### config.mk
export PLATFORM = sky130hd
export DESIGN_NAME = instr_encoder
export DESIGN_NICKNAME = d
export VERILOG_FILES = /design/src/rtl/instr_encoder_pkg.sv /design/src/rtl/instr_encoder_fifo.sv /design/src/rtl/instr_encoder.sv
export SDC_FILE = /design/constraint.sdc
export NUM_CORES = 1
export LEC_CHECK = 0
export ABC_AREA = 1
export BUFFER_PORTS_ARGS = -buffer_cell sky130_fd_sc_hd__clkbuf_2
export CELL_PAD_IN_SITES_DETAIL_PLACEMENT = 1
export CELL_PAD_IN_SITES_GLOBAL_PLACEMENT = 1
export CORE_ASPECT_RATIO = 0.7
export CORE_MARGIN = 2
export CORE_UTILIZATION = 49
export DETAILED_ROUTE_END_ITERATION = 8
export PLACE_DENSITY = 0.91
export SLEW_MARGIN = 20
export SYNTH_ARGS = -nofsm -noshare
export SYNTH_HDL_FRONTEND = slang
export SYNTH_SLANG_ARGS = --single-unit
### constraint.sdc
create_clock -name clk_i -period 11.44 [get_ports clk_i]
set_clock_uncertainty 0.1 [all_clocks]
set_input_delay 2.288 -clock clk_i [delete_from_list [all_inputs] [get_ports clk_i]]
set_output_delay 2.288 -clock clk_i [all_outputs]
set_load 0.05 [all_outputs]
### src/rtl/instr_encoder_pkg.sv
// Shared constants for the instruction encoder.
// Opcodes match the control-path decoder, so words built here decode back
// to the same instruction class. Also holds the request class codes and the
// fixed funct3 values for LW, SW and BEQ.
package instr_encoder_pkg;

  localparam logic [6:0] OP_NOP   = 7'b0000000;
  localparam logic [6:0] OP_R     = 7'b0110011;
  localparam logic [6:0] OP_I     = 7'b0010011;
  localparam logic [6:0] OP_LOAD  = 7'b0000011;
  localparam logic [6:0] OP_STORE = 7'b0100011;
  localparam logic [6:0] OP_BEQ   = 7'b1100011;

  localparam logic [2:0] F3_LW  = 3'b010;
  localparam logic [2:0] F3_SW  = 3'b010;
  localparam logic [2:0] F3_BEQ = 3'b000;

  typedef enum logic [2:0] {
    CLS_NOP   = 3'd0,
    CLS_R     = 3'd1,
    CLS_I     = 3'd2,
    CLS_LOAD  = 3'd3,
    CLS_STORE = 3'd4,
    CLS_BEQ   = 3'd5,
    CLS_ILL6  = 3'd6,
    CLS_ILL7  = 3'd7
  } instr_class_e;

endpackage

### src/rtl/instr_encoder_fifo.sv
// sync_fifo: single-clock FIFO with one push and one pop port.
// Ports: clk_i/rst_i (sync, active-high), push_i/wdata_i, pop_i/rdata_o
// (head, valid when !empty_o), full_o, empty_o.
// Push while full and pop while empty are ignored.
module sync_fifo #(
  parameter int unsigned DEPTH = 4,
  parameter int unsigned WIDTH = 64
) (
  input  logic             clk_i,
  input  logic             rst_i,
  input  logic             push_i,
  input  logic [WIDTH-1:0] wdata_i,
  input  logic             pop_i,
  output logic [WIDTH-1:0] rdata_o,
  output logic             full_o,
  output logic             empty_o
);

  localparam int unsigned AW = $clog2(DEPTH);

  logic [WIDTH-1:0] mem [DEPTH];
  // One extra pointer bit tells full from empty when the indices match.
  logic [AW:0]      wr_ptr;
  logic [AW:0]      rd_ptr;

  assign empty_o = (wr_ptr == rd_ptr);
  assign full_o  = (wr_ptr[AW] != rd_ptr[AW]) && (wr_ptr[AW-1:0] == rd_ptr[AW-1:0]);
  assign rdata_o = mem[rd_ptr[AW-1:0]];

  always_ff @(posedge clk_i) begin
    if (rst_i) begin
      wr_ptr <= '0;
      rd_ptr <= '0;
    end else begin
      if (push_i && !full_o) wr_ptr <= wr_ptr + 1'b1;
      if (pop_i && !empty_o) rd_ptr <= rd_ptr + 1'b1;
    end
  end

  always_ff @(posedge clk_i) begin
    if (push_i && !full_o && !rst_i) mem[wr_ptr[AW-1:0]] <= wdata_i;
  end

endmodule

### src/rtl/instr_encoder.sv
// instr_encoder: packs field-level instruction requests into 32-bit RISC-V
// words. Each word is queued together with its instruction-memory byte
// address.
// Ports: req_valid_i/req_ready_o handshake with class_i, rd_i, rs1_i, rs2_i,
// funct3_i, funct7_i and imm_i. word_valid_o/word_ready_i handshake with
// word_o and addr_o. err_o is a sticky flag for illegal requests. count_o
// counts delivered words.
module instr_encoder
  import instr_encoder_pkg::*;
#(
  parameter int unsigned DEPTH     = 4,
  parameter logic [31:0] BASE_ADDR = 32'h0
) (
  input  logic        clk_i,
  input  logic        rst_i,
  input  logic        req_valid_i,
  output logic        req_ready_o,
  input  logic [2:0]  class_i,
  input  logic [4:0]  rd_i,
  input  logic [4:0]  rs1_i,
  input  logic [4:0]  rs2_i,
  input  logic [2:0]  funct3_i,
  input  logic [6:0]  funct7_i,
  input  logic [12:0] imm_i,
  output logic        word_valid_o,
  input  logic        word_ready_i,
  output logic [31:0] word_o,
  output logic [31:0] addr_o,
  output logic        err_o,
  output logic [15:0] count_o
);

  function automatic logic [31:0] encode(
    input instr_class_e c,
    input logic [4:0]   rd,
    input logic [4:0]   rs1,
    input logic [4:0]   rs2,
    input logic [2:0]   f3,
    input logic [6:0]   f7,
    input logic [12:0]  imm
  );
    logic [31:0] w;
    w = {25'b0, OP_NOP};
    case (c)
      CLS_R:     w = {f7, rs2, rs1, f3, rd, OP_R};
      CLS_I:     w = {imm[11:0], rs1, f3, rd, OP_I};
      CLS_LOAD:  w = {imm[11:0], rs1, F3_LW, rd, OP_LOAD};
      CLS_STORE: w = {imm[11:5], rs2, rs1, F3_SW, imm[4:0], OP_STORE};
      CLS_BEQ:   w = {imm[12], imm[10:5], rs2, rs1, F3_BEQ, imm[4:1], imm[11], OP_BEQ};
      default:   w = {25'b0, OP_NOP};
    endcase
    return w;
  endfunction

  instr_class_e cls;
  logic         full;
  logic         empty;
  logic         accept;
  logic         bad;
  logic         push;
  logic         pop;
  logic [31:0]  next_addr;
  logic         err_q;
  logic [15:0]  count_q;
  logic [63:0]  head;

  assign cls = instr_class_e'(class_i);

  always_comb begin
    bad = 1'b0;
    case (cls)
      CLS_ILL6, CLS_ILL7: bad = 1'b1;
      CLS_BEQ:            bad = imm_i[0];
      default:            bad = 1'b0;
    endcase
  end

  // No pop-through: a full FIFO refuses requests even if the head leaves now.
  assign req_ready_o = !rst_i && !full;
  assign accept      = req_valid_i && req_ready_o;
  assign push        = accept && !bad;

  // Outputs are forced quiet during reset, before the synchronous clear lands.
  assign word_valid_o = !rst_i && !empty;
  assign pop          = word_valid_o && word_ready_i;
  assign word_o       = word_valid_o ? head[63:32] : '0;
  assign addr_o       = word_valid_o ? head[31:0]  : '0;
  assign err_o        = !rst_i && err_q;
  assign count_o      = rst_i ? '0 : count_q;

  sync_fifo #(
    .DEPTH (DEPTH),
    .WIDTH (64)
  ) u_fifo (
    .clk_i   (clk_i),
    .rst_i   (rst_i),
    .push_i  (push),
    .wdata_i ({encode(cls, rd_i, rs1_i, rs2_i, funct3_i, funct7_i, imm_i), next_addr}),
    .pop_i   (pop),
    .rdata_o (head),
    .full_o  (full),
    .empty_o (empty)
  );

  always_ff @(posedge clk_i) begin
    if (rst_i) begin
      next_addr <= BASE_ADDR;
      err_q     <= 1'b0;
      count_q   <= '0;
    end else begin
      if (push)         next_addr <= next_addr + 32'd4;
      if (accept && bad) err_q    <= 1'b1;
      if (pop)          count_q   <= count_q + 16'd1;
    end
  end

endmodule

==> results of run 1 <==
[state kept, by name, indices dropped and copies added, names as in the netlist, named ones only]
name	count
u_fifo.mem	236
next_addr	30
count_q	16
u_fifo.rd_ptr	3
u_fifo.wr_ptr	3
err_q	1
[cells in the mapped netlist]
master,count
sky130_fd_sc_hd__nor2_2,1
sky130_fd_sc_hd__buf_4,5
sky130_fd_sc_hd__edfxtp_1,236
sky130_fd_sc_hd__buf_1,2
sky130_fd_sc_hd__inv_1,74
sky130_fd_sc_hd__nand4_1,7
sky130_fd_sc_hd__dfxtp_1,55
sky130_fd_sc_hd__inv_2,6
sky130_fd_sc_hd__nor2_4,2
sky130_fd_sc_hd__o211ai_1,1
sky130_fd_sc_hd__xor2_1,9
sky130_fd_sc_hd__nand3_2,2
sky130_fd_sc_hd__a21oi_1,110
sky130_fd_sc_hd__nand2_1,218
sky130_fd_sc_hd__a22oi_1,1
sky130_fd_sc_hd__nand2_2,1
sky130_fd_sc_hd__conb_1,1
sky130_fd_sc_hd__nor2_1,343
sky130_fd_sc_hd__o21ai_0,141
sky130_fd_sc_hd__nand3_1,38
sky130_fd_sc_hd__buf_2,21
sky130_fd_sc_hd__nor4_1,1
sky130_fd_sc_hd__o22ai_1,1
sky130_fd_sc_hd__clkbuf_1,36
sky130_fd_sc_hd__ha_1,7
sky130_fd_sc_hd__nand2_4,1
sky130_fd_sc_hd__nor3_1,6
sky130_fd_sc_hd__nor3b_1,2
sky130_fd_sc_hd__xnor2_1,1
sky130_fd_sc_hd__and2_1,1
sky130_fd_sc_hd__buf_6,3
[cell type report]
cell class	instances	area [um^2]	area share
Sequential cell	291	8190	0.566
Multi-Input combinational cell	898	3960	0.274
Clock buffer	39	763	0.0527
Timing Repair Buffer	137	744	0.0514
Tap cell	331	414	0.0286
Inverter	80	300	0.0207
Clock inverter	13	97.6	0.00674
[worst reg2reg max path, delay by kind of cell, from the launching register on]
kind | cells | cell delay (ns)
AND/OR/NAND/NOR | 5 | 1.22
flip-flops | 1 | 0.45
buffers and inverters | 3 | 1.13
[power breakdown]
part / total [mW] / switching [mW] / internal [mW]
logic: 0.145 / 0.114 / 0.0308
registers: 1.16 / 0.00742 / 1.15
clock network: 0.888 / 0.397 / 0.491
total: 2.19 / 0.518 / 1.68
[path summary, 6_finish.rpt]
kind	from	cells after the start	slack (ns)	end
max	rst_i	7	4.42	addr_o[3]
min	count_q[13]	2	0.40	count_q[13]
max reg2reg	u_fifo.wr_ptr[0]	8	8.13	u_fifo.mem[0][33]
min reg2reg	count_q[13]	2	0.40	count_q[13]
[cell families (layout without fill, tap and decap cells)]
| kind of cell | count (synthesis) | after routing | synth area share |
|---|---|---|---|
| and+or+nand+nor | 623 | 623 | 0.194 |
| DFF | 291 | 291 | 0.643 |
| AOI/OAI and AO/OA | 254 | 254 | 0.100 |
| buffers and inverters | 147 | 269 | 0.0487 |
| xor gates and xnor gates | 10 | 10 | 0.00688 |
| adders and majority gates | 7 | 7 | 0.00688 |
| other | 1 | 4 | 0.000295 |
[stage by stage]
step                      total power [mW]  instance area [um^2]  cells
after floorplan                       1.28                 12700   1336
after detailed placement              1.32                 13600   1735
after global placement                1.31                 13600   1735
after CTS                             2.19                 14400   1787
final                                 2.19                 14500   1789
after global routing                  2.25                 14500   1789
[routing by layer]
layer,part of all wire,vias up
met5,0,-
met3,0.053,92
met1,0.42,5081
met2,0.50,420
li1,-,4667
met4,0.033,0
==> insert_results.sql, run 1 <==
INSERT INTO impl_metrics (metric_group, metric, value, unit) VALUES
('final_layout', 'mostFrequentLayoutCell', 'sky130_fd_sc_hd__nor2_1', ''),
('final_layout', 'layout-area-overhead-vs-synth', '13.7', '%'),
('worst_setup_path', 'critical_path_class', 'primary input to primary output', ''),
('global_routing', 'globalRouteMet1Util', '0.363', ''),
('worst_setup_path', 'critical_path.startpoint_type', 'primary input', ''),
('floorplan', 'floorplan.initialDensity', '0.497', ''),
('clocking', 'htree_levels', '1', ''),
('routing', 'detailedRoute.firstPassIterationCount', '5', ''),
('sta', 'hold_ws', '0.398', 'ns'),
('clocking', 'post-cts-setup-buffers', '0', ''),
('worst_setup_path', 'setup.worst_path.end_class', 'primary output', ''),
('sta', 'min_period', '7.02', 'ns'),
('clocking', 'cts.sinks', '291', ''),
('global_routing', 'met3_routing_resource_usage_after_global_routing', '0.0360', ''),
('global_routing', 'first_global_vias', '10945', ''),
('place', 'detailedPlacementHpwl', '24100', 'um'),
('place', 'post-place-ws', '4.50', 'ns'),
('place', 'io_buffers', '123', ''),
('min_path', 'worst_hold_path_type', 'flop to flop', ''),
('worst_setup_path', 'crit_family', 'buffers and inverters', ''),
('pwr', 'power_leakage', '5.27', 'nW'),
('final_layout', 'antenna_cells', '0', ''),
('routing', 'routed-via-count', '10260', ''),
('clocking', 'postCtsHoldBufs', '0', ''),
('worst_setup_path', 'critical_path.slowest_cell', 'sky130_fd_sc_hd__buf_4', ''),
('final_layout', 'layout_common_cells', '339 x sky130_fd_sc_hd__nor2_1, 236 x sky130_fd_sc_hd__edfxtp_1, 218 x sky130_fd_sc_hd__nand2_1', ''),
('floorplan', 'core_area', '25600', 'um^2'),
('clocking', 'ctsLongestPathBuffers', '3', ''),
('worst_setup_path', 'cpPeakStageDelay', '0.54', 'ns'),
('final_layout', 'layout.nets', '1488', ''),
('worst_setup_path', 'worst_ep_arrival_time', '4.63', 'ns'),
('pwr', 'vdd_drop_max', '101', 'uV'),
('sta', 'timing.slew.headroom', '0.256', ''),
('global_routing', 'grt_max_degree', '119', ''),
('yosys', 'yosysSeqAreaShare', '0.643', ''),
('routing', 'average_via_count_per_standard_cell', '5.74', ''),
('global_routing', 'grtUsageMet2', '0.489', ''),
('sta', 'unrepaired_setup_endpoints_after_global_routing', 'no', ''),
('global_routing', 'grt-ovfl-total', '0', ''),
('sta', 'fmax', '142', 'MHz'),
('global_routing', 'global_route.peak_usage_layer', 'met2', ''),
('floorplan', 'std_cell_rows', '49', ''),
('yosys', 'post_synth_instance_area', '12700', 'um^2'),
('yosys', 'postSynthAreaPerCell', '9.55', 'um^2'),
('worst_setup_path', 'path_cells', 'clkbuf_2, buf_4, inv_2, nand2_2, buf_4, a21oi_1, clkbuf_2', ''),
('clocking', 'cts_made_buffers', '28', ''),
('yosys', 'synth_area_leaders', 'sky130_fd_sc_hd__edfxtp_1 56%, sky130_fd_sc_hd__nor2_1 10%, sky130_fd_sc_hd__dfxtp_1 8.7%, sky130_fd_sc_hd__nand2_1 6.4%, sky130_fd_sc_hd__o21ai_0 5.5%', ''),
('routing', 'ant_nets', '0', ''),
('yosys', 'flops_latches_synth', '291', ''),
('worst_setup_path', 'critical_path_peak_fanout', '52', ''),
('sta', 'max_slew.worst_pin.slew', '1.12', 'ns'),
('clocking', 'root_buffer', 'sky130_fd_sc_hd__clkbuf_16', ''),
('global_routing', 'gr-usage-all-layers', '0.281', ''),
('yosys', 'synth.top_cell.area_share', '0.557', ''),
('worst_setup_path', 'cp_num_buf_inv', '5', ''),
('routing', 'dr.first_iter.drc_count', '754', ''),
('sta', 'hold_viol', '0', ''),
('yosys', 'netlist.top_cell.by_area', 'sky130_fd_sc_hd__edfxtp_1', ''),
('worst_setup_path', 'critical_path_required', '9.05', 'ns'),
('outcome', 'outcome', 'completed', ''),
('yosys', 'netlist-cell-type-count', '31', ''),
('sta', 'post-route-period-util', '0.614', ''),
('clocking', 'clk_slew_on_worst_s_h_paths', '0.06', 'ns'),
('yosys', 'yosys_warnings', '0', ''),
('global_routing', 'grt_pass1_wl', '59700', 'um'),
('sta', 'timing.final.max_slew_violations', '0', ''),
('clocking', 'cts-resized-gates', '0', ''),
('routing', 'route.detailed.drc', '0', ''),
('floorplan', 'die-height', '139', 'um'),
('final_layout', 'layout-drive-gt1-share', '0.132', ''),
('sta', 'finalSetupViolations', '0', '');
No activity file was read; power rests on OpenSTA's default activity.
==> run 2: changes to the inputs <==
--- a/config.mk
+++ b/config.mk
@@ -11,9 +11,9 @@
 export CELL_PAD_IN_SITES_GLOBAL_PLACEMENT = 1
 export CORE_ASPECT_RATIO = 0.7
 export CORE_MARGIN = 2
-export CORE_UTILIZATION = 49
+export CORE_UTILIZATION = 41
 export DETAILED_ROUTE_END_ITERATION = 8
-export PLACE_DENSITY = 0.91
+export PLACE_DENSITY = 0.82
 export SLEW_MARGIN = 20
 export SYNTH_ARGS = -nofsm -noshare
 export SYNTH_HDL_FRONTEND = slang
==> constraint.sdc (replaced) <==
create_clock -name clk_i -period 6.3 [get_ports clk_i]
set_clock_uncertainty 0.1 [all_clocks]
set_input_delay 1.26 -clock clk_i [delete_from_list [all_inputs] [get_ports clk_i]]
set_output_delay 1.26 -clock clk_i [all_outputs]
set_load 0.05 [all_outputs]
==> run 2 against run 1 <==
  * Register-to-register slack got worse by 5.1 ns
  * Flip-flop and latch count stayed put
  * First-iteration DRC count increased by 17%
  * Sequential power rose by 82%
  * Global-route usage down 4.9 points
  * Cell count increased by 4.6%
  * Critical path type is now flop to primary output
  * Largest cell class unchanged
  * Largest power group unchanged
==> insert_results.sql, run 2 (synthesis gave the netlist of run 1 again) <==
INSERT INTO impl_metrics (metric_group, metric, value, unit) VALUES
('global_routing', 'antenna_violations_before_repair', '0', ''),
('sta', 'fmax', '218', 'MHz'),
('worst_setup_path', 'critical_path.reg2reg.startpoint', 'u_fifo.wr_ptr[0]', ''),
('routing', 'wl_per_cell', '20.2', 'um'),
('clocking', 'postCtsHoldBufs', '0', ''),
('sta', 'finalSetupViolations', '0', ''),
('clocking', 'clk_slew_on_worst_s_h_paths', '0.06', 'ns'),
('sta', 'timing.final.max_slew_violations', '0', ''),
('pwr', 'power_leakage', '5.31', 'nW'),
('clocking', 'cts-resized-gates', '0', ''),
('routing', 'route.detailed.drc', '0', ''),
('global_routing', 'first_global_vias', '10433', ''),
('final_layout', 'layout.nets', '1489', ''),
('worst_setup_path', 'crit_family', 'buffers and inverters', ''),
('final_layout', 'multi_input_area', '3970', 'um^2'),
('place', 'io_buffers', '123', ''),
('pwr', 'vdd_drop_max', '190', 'uV'),
('floorplan', 'die-height', '151', 'um'),
('global_routing', 'grt_max_degree', '95', ''),
('clocking', 'cts_tree', 'built', ''),
('floorplan', 'die-area', '32500', 'um^2'),
('clocking', 'root_buffer', 'sky130_fd_sc_hd__clkbuf_16', ''),
('job', 'total_of_max_cap_violations', '0', ''),
('floorplan', 'top_level_ports', '128', ''),
('global_routing', 'grt-ovfl-total', '0', ''),
('clocking', 'cts.sinks', '291', ''),
('pwr', 'power.density', '280', 'nW/um^2'),
('worst_setup_path', 'critPathCapture', 'word_o[8]', ''),
('sta', 'hold_viol', '0', ''),
('final_layout', 'antenna_cells', '0', ''),
('worst_setup_path', 'timing.reg2reg.setup_slack', '3.00', 'ns'),
('sta', 'unrepaired_setup_endpoints_after_global_routing', 'no', ''),
('clocking', 'ctsLongestPathBuffers', '3', ''),
('routing', 'average_via_count_per_standard_cell', '5.41', ''),
('worst_setup_path', 'path_cells', 'inv_2, buf_4, o21ai_0, a21oi_1, clkbuf_2', ''),
('worst_setup_path', 'critical_path_peak_fanout', '70', ''),
('worst_setup_path', 'critical_path.slowest_cell', 'sky130_fd_sc_hd__buf_4', ''),
('sta', 'timing.final.ws_setup', '1.72', 'ns'),
('clocking', 'htree_levels', '1', ''),
('global_routing', 'gr-usage-all-layers', '0.232', ''),
('sta', 'post-route-period-util', '0.726', ''),
('place', 'post-place-ws', '1.87', 'ns'),
('routing', 'routed-via-count', '10115', ''),
('sta', 'max_slew.worst_pin.slew', '1.00', 'ns'),
('routing', 'ant_nets', '0', ''),
('worst_setup_path', 'cp_num_buf_inv', '3', ''),
('worst_setup_path', 'setup.worst_path.end_class', 'primary output', ''),
('final_layout', 'layout.area.seq', '8190', 'um^2'),
('worst_setup_path', 'critical_path_cell_count', '5', ''),
('floorplan', 'std_cell_rows', '53', ''),
('worst_setup_path', 'worstRegToRegCells', '8', ''),
('sta', 'totalNegativeSetupSlack', '0', 'ns'),
('final_layout', 'n_fill_cell', '3440', ''),
('floorplan', 'core_area', '30300', 'um^2'),
('worst_setup_path', 'critical_path_required', '4.94', 'ns'),
('place', 'finalWeightedCongestion', '0.886', ''),
('worst_setup_path', 'cpPeakStageDelay', '0.67', 'ns'),
('routing', 'detailedRoute.firstPassIterationCount', '5', ''),
('worst_setup_path', 'critical_path.startpoint_type', 'flop', ''),
('worst_setup_path', 'timing.rr.end', 'u_fifo.mem[2][39]', ''),
('worst_setup_path', 'worst_ep_arrival_time', '3.22', 'ns'),
('final_layout', 'flip_flop_count_of_the_largest_register_all_copies_and_words_added', '236', ''),
('place', 'detailedPlacementHpwl', '24300', 'um'),
('final_layout', 'layout_common_cells', '339 x sky130_fd_sc_hd__nor2_1, 236 x sky130_fd_sc_hd__edfxtp_1, 218 x sky130_fd_sc_hd__nand2_1', ''),
('floorplan', 'floorplan.initialDensity', '0.420', ''),
('worst_setup_path', 'critical_path_class', 'flop to primary output', ''),
('outcome', 'outcome', 'completed', ''),
('clocking', 'post-cts-setup-buffers', '0', ''),
('min_path', 'worst_hold_path_type', 'flop to flop', ''),
('final_layout', 'layout-drive-gt1-share', '0.138', ''),
('final_layout', 'layout-area-overhead-vs-synth', '15.1', '%'),
('routing', 'dr.first_iter.drc_count', '883', ''),
('final_layout', 'mostFrequentLayoutCell', 'sky130_fd_sc_hd__nor2_1', ''),
('sta', 'min_period', '4.58', 'ns'),
('clocking', 'cts_made_buffers', '28', ''),
('routing', 'detail_route.wirelength', '37800', 'um'),
('floorplan', 'chipWidth', '215', 'um'),
('sta', 'timing.slew.headroom', '0.331', ''),
('clocking', 'clk_latency', '0.57', 'ns'),
('global_routing', 'grt_pass1_wl', '58800', 'um');
run 2: per-layer routing:
layer  vias to the layer above  part of all wire  GRT usage  routed length (um)
met3                        77             0.063     0.0380                2370
met5                         -                 0          0                   0
met1                      5007              0.43      0.304               16300
li1                       4668                 -          -                   -
met4                         0             0.025     0.0674                 957
met2                       363              0.48      0.402               18200
run 2: where the power goes:
group / total [mW] / switching [mW] / internal, mW
sequential: 2.11 / 0.0116 / 2.10
clock: 1.74 / 0.755 / 0.983
combinational: 0.264 / 0.208 / 0.0556
total: 4.11 / 0.975 / 3.13
run 2: cell type report:
| cell class | instances | share of cell area |
|---|---|---|
| multi-input cells | 898 | 0.271 |
| clock inverters | 21 | 0.0155 |
| flip-flops and latches | 291 | 0.559 |
| well taps | 412 | 0.0352 |
| clock buffers | 31 | 0.0486 |
| repair buffers | 138 | 0.0505 |
| inverters | 80 | 0.0205 |
run 2: worst min path at each step:
stage                     cells past startpoint           to         from
final                                         2  count_q[15]  count_q[15]
after global routing                          2  count_q[15]  count_q[15]
after CTS                                     2  count_q[15]  count_q[15]
after detailed placement                      2  count_q[15]  count_q[15]
after global placement                        2  count_q[15]  count_q[15]
after floorplan                               2  count_q[15]  count_q[15]
run 2: through the flow:
| step | instances | util | hold slack (ns) | total power, mW | instance area (um^2) |
|---|---|---|---|---|---|
| floorplan | 1336 | - | 0.352 | 2.32 | 12700 |
| global placement | 1818 | 0.452 | 0.363 | 2.39 | 13700 |
| detailed placement | 1818 | 0.452 | 0.379 | 2.41 | 13700 |
| CTS | 1870 | 0.483 | 0.390 | 4.13 | 14600 |
| global route | 1871 | 0.484 | 0.418 | 4.22 | 14700 |
| finish | 1871 | 0.484 | 0.386 | 4.11 | 14700 |
run 2: worst reg2reg max path: stages, from the launching register on:
cell and delay [ns]:
sky130_fd_sc_hd__dfxtp_1 0.44, sky130_fd_sc_hd__inv_2 0.09, sky130_fd_sc_hd__nand2_1 0.07, sky130_fd_sc_hd__nand2_1 0.08, sky130_fd_sc_hd__nand3_2 0.13, sky130_fd_sc_hd__nand4_1 0.48, sky130_fd_sc_hd__buf_4 0.42, sky130_fd_sc_hd__nor2_4 0.74
sky130_fd_sc_hd__buf_4 0.45
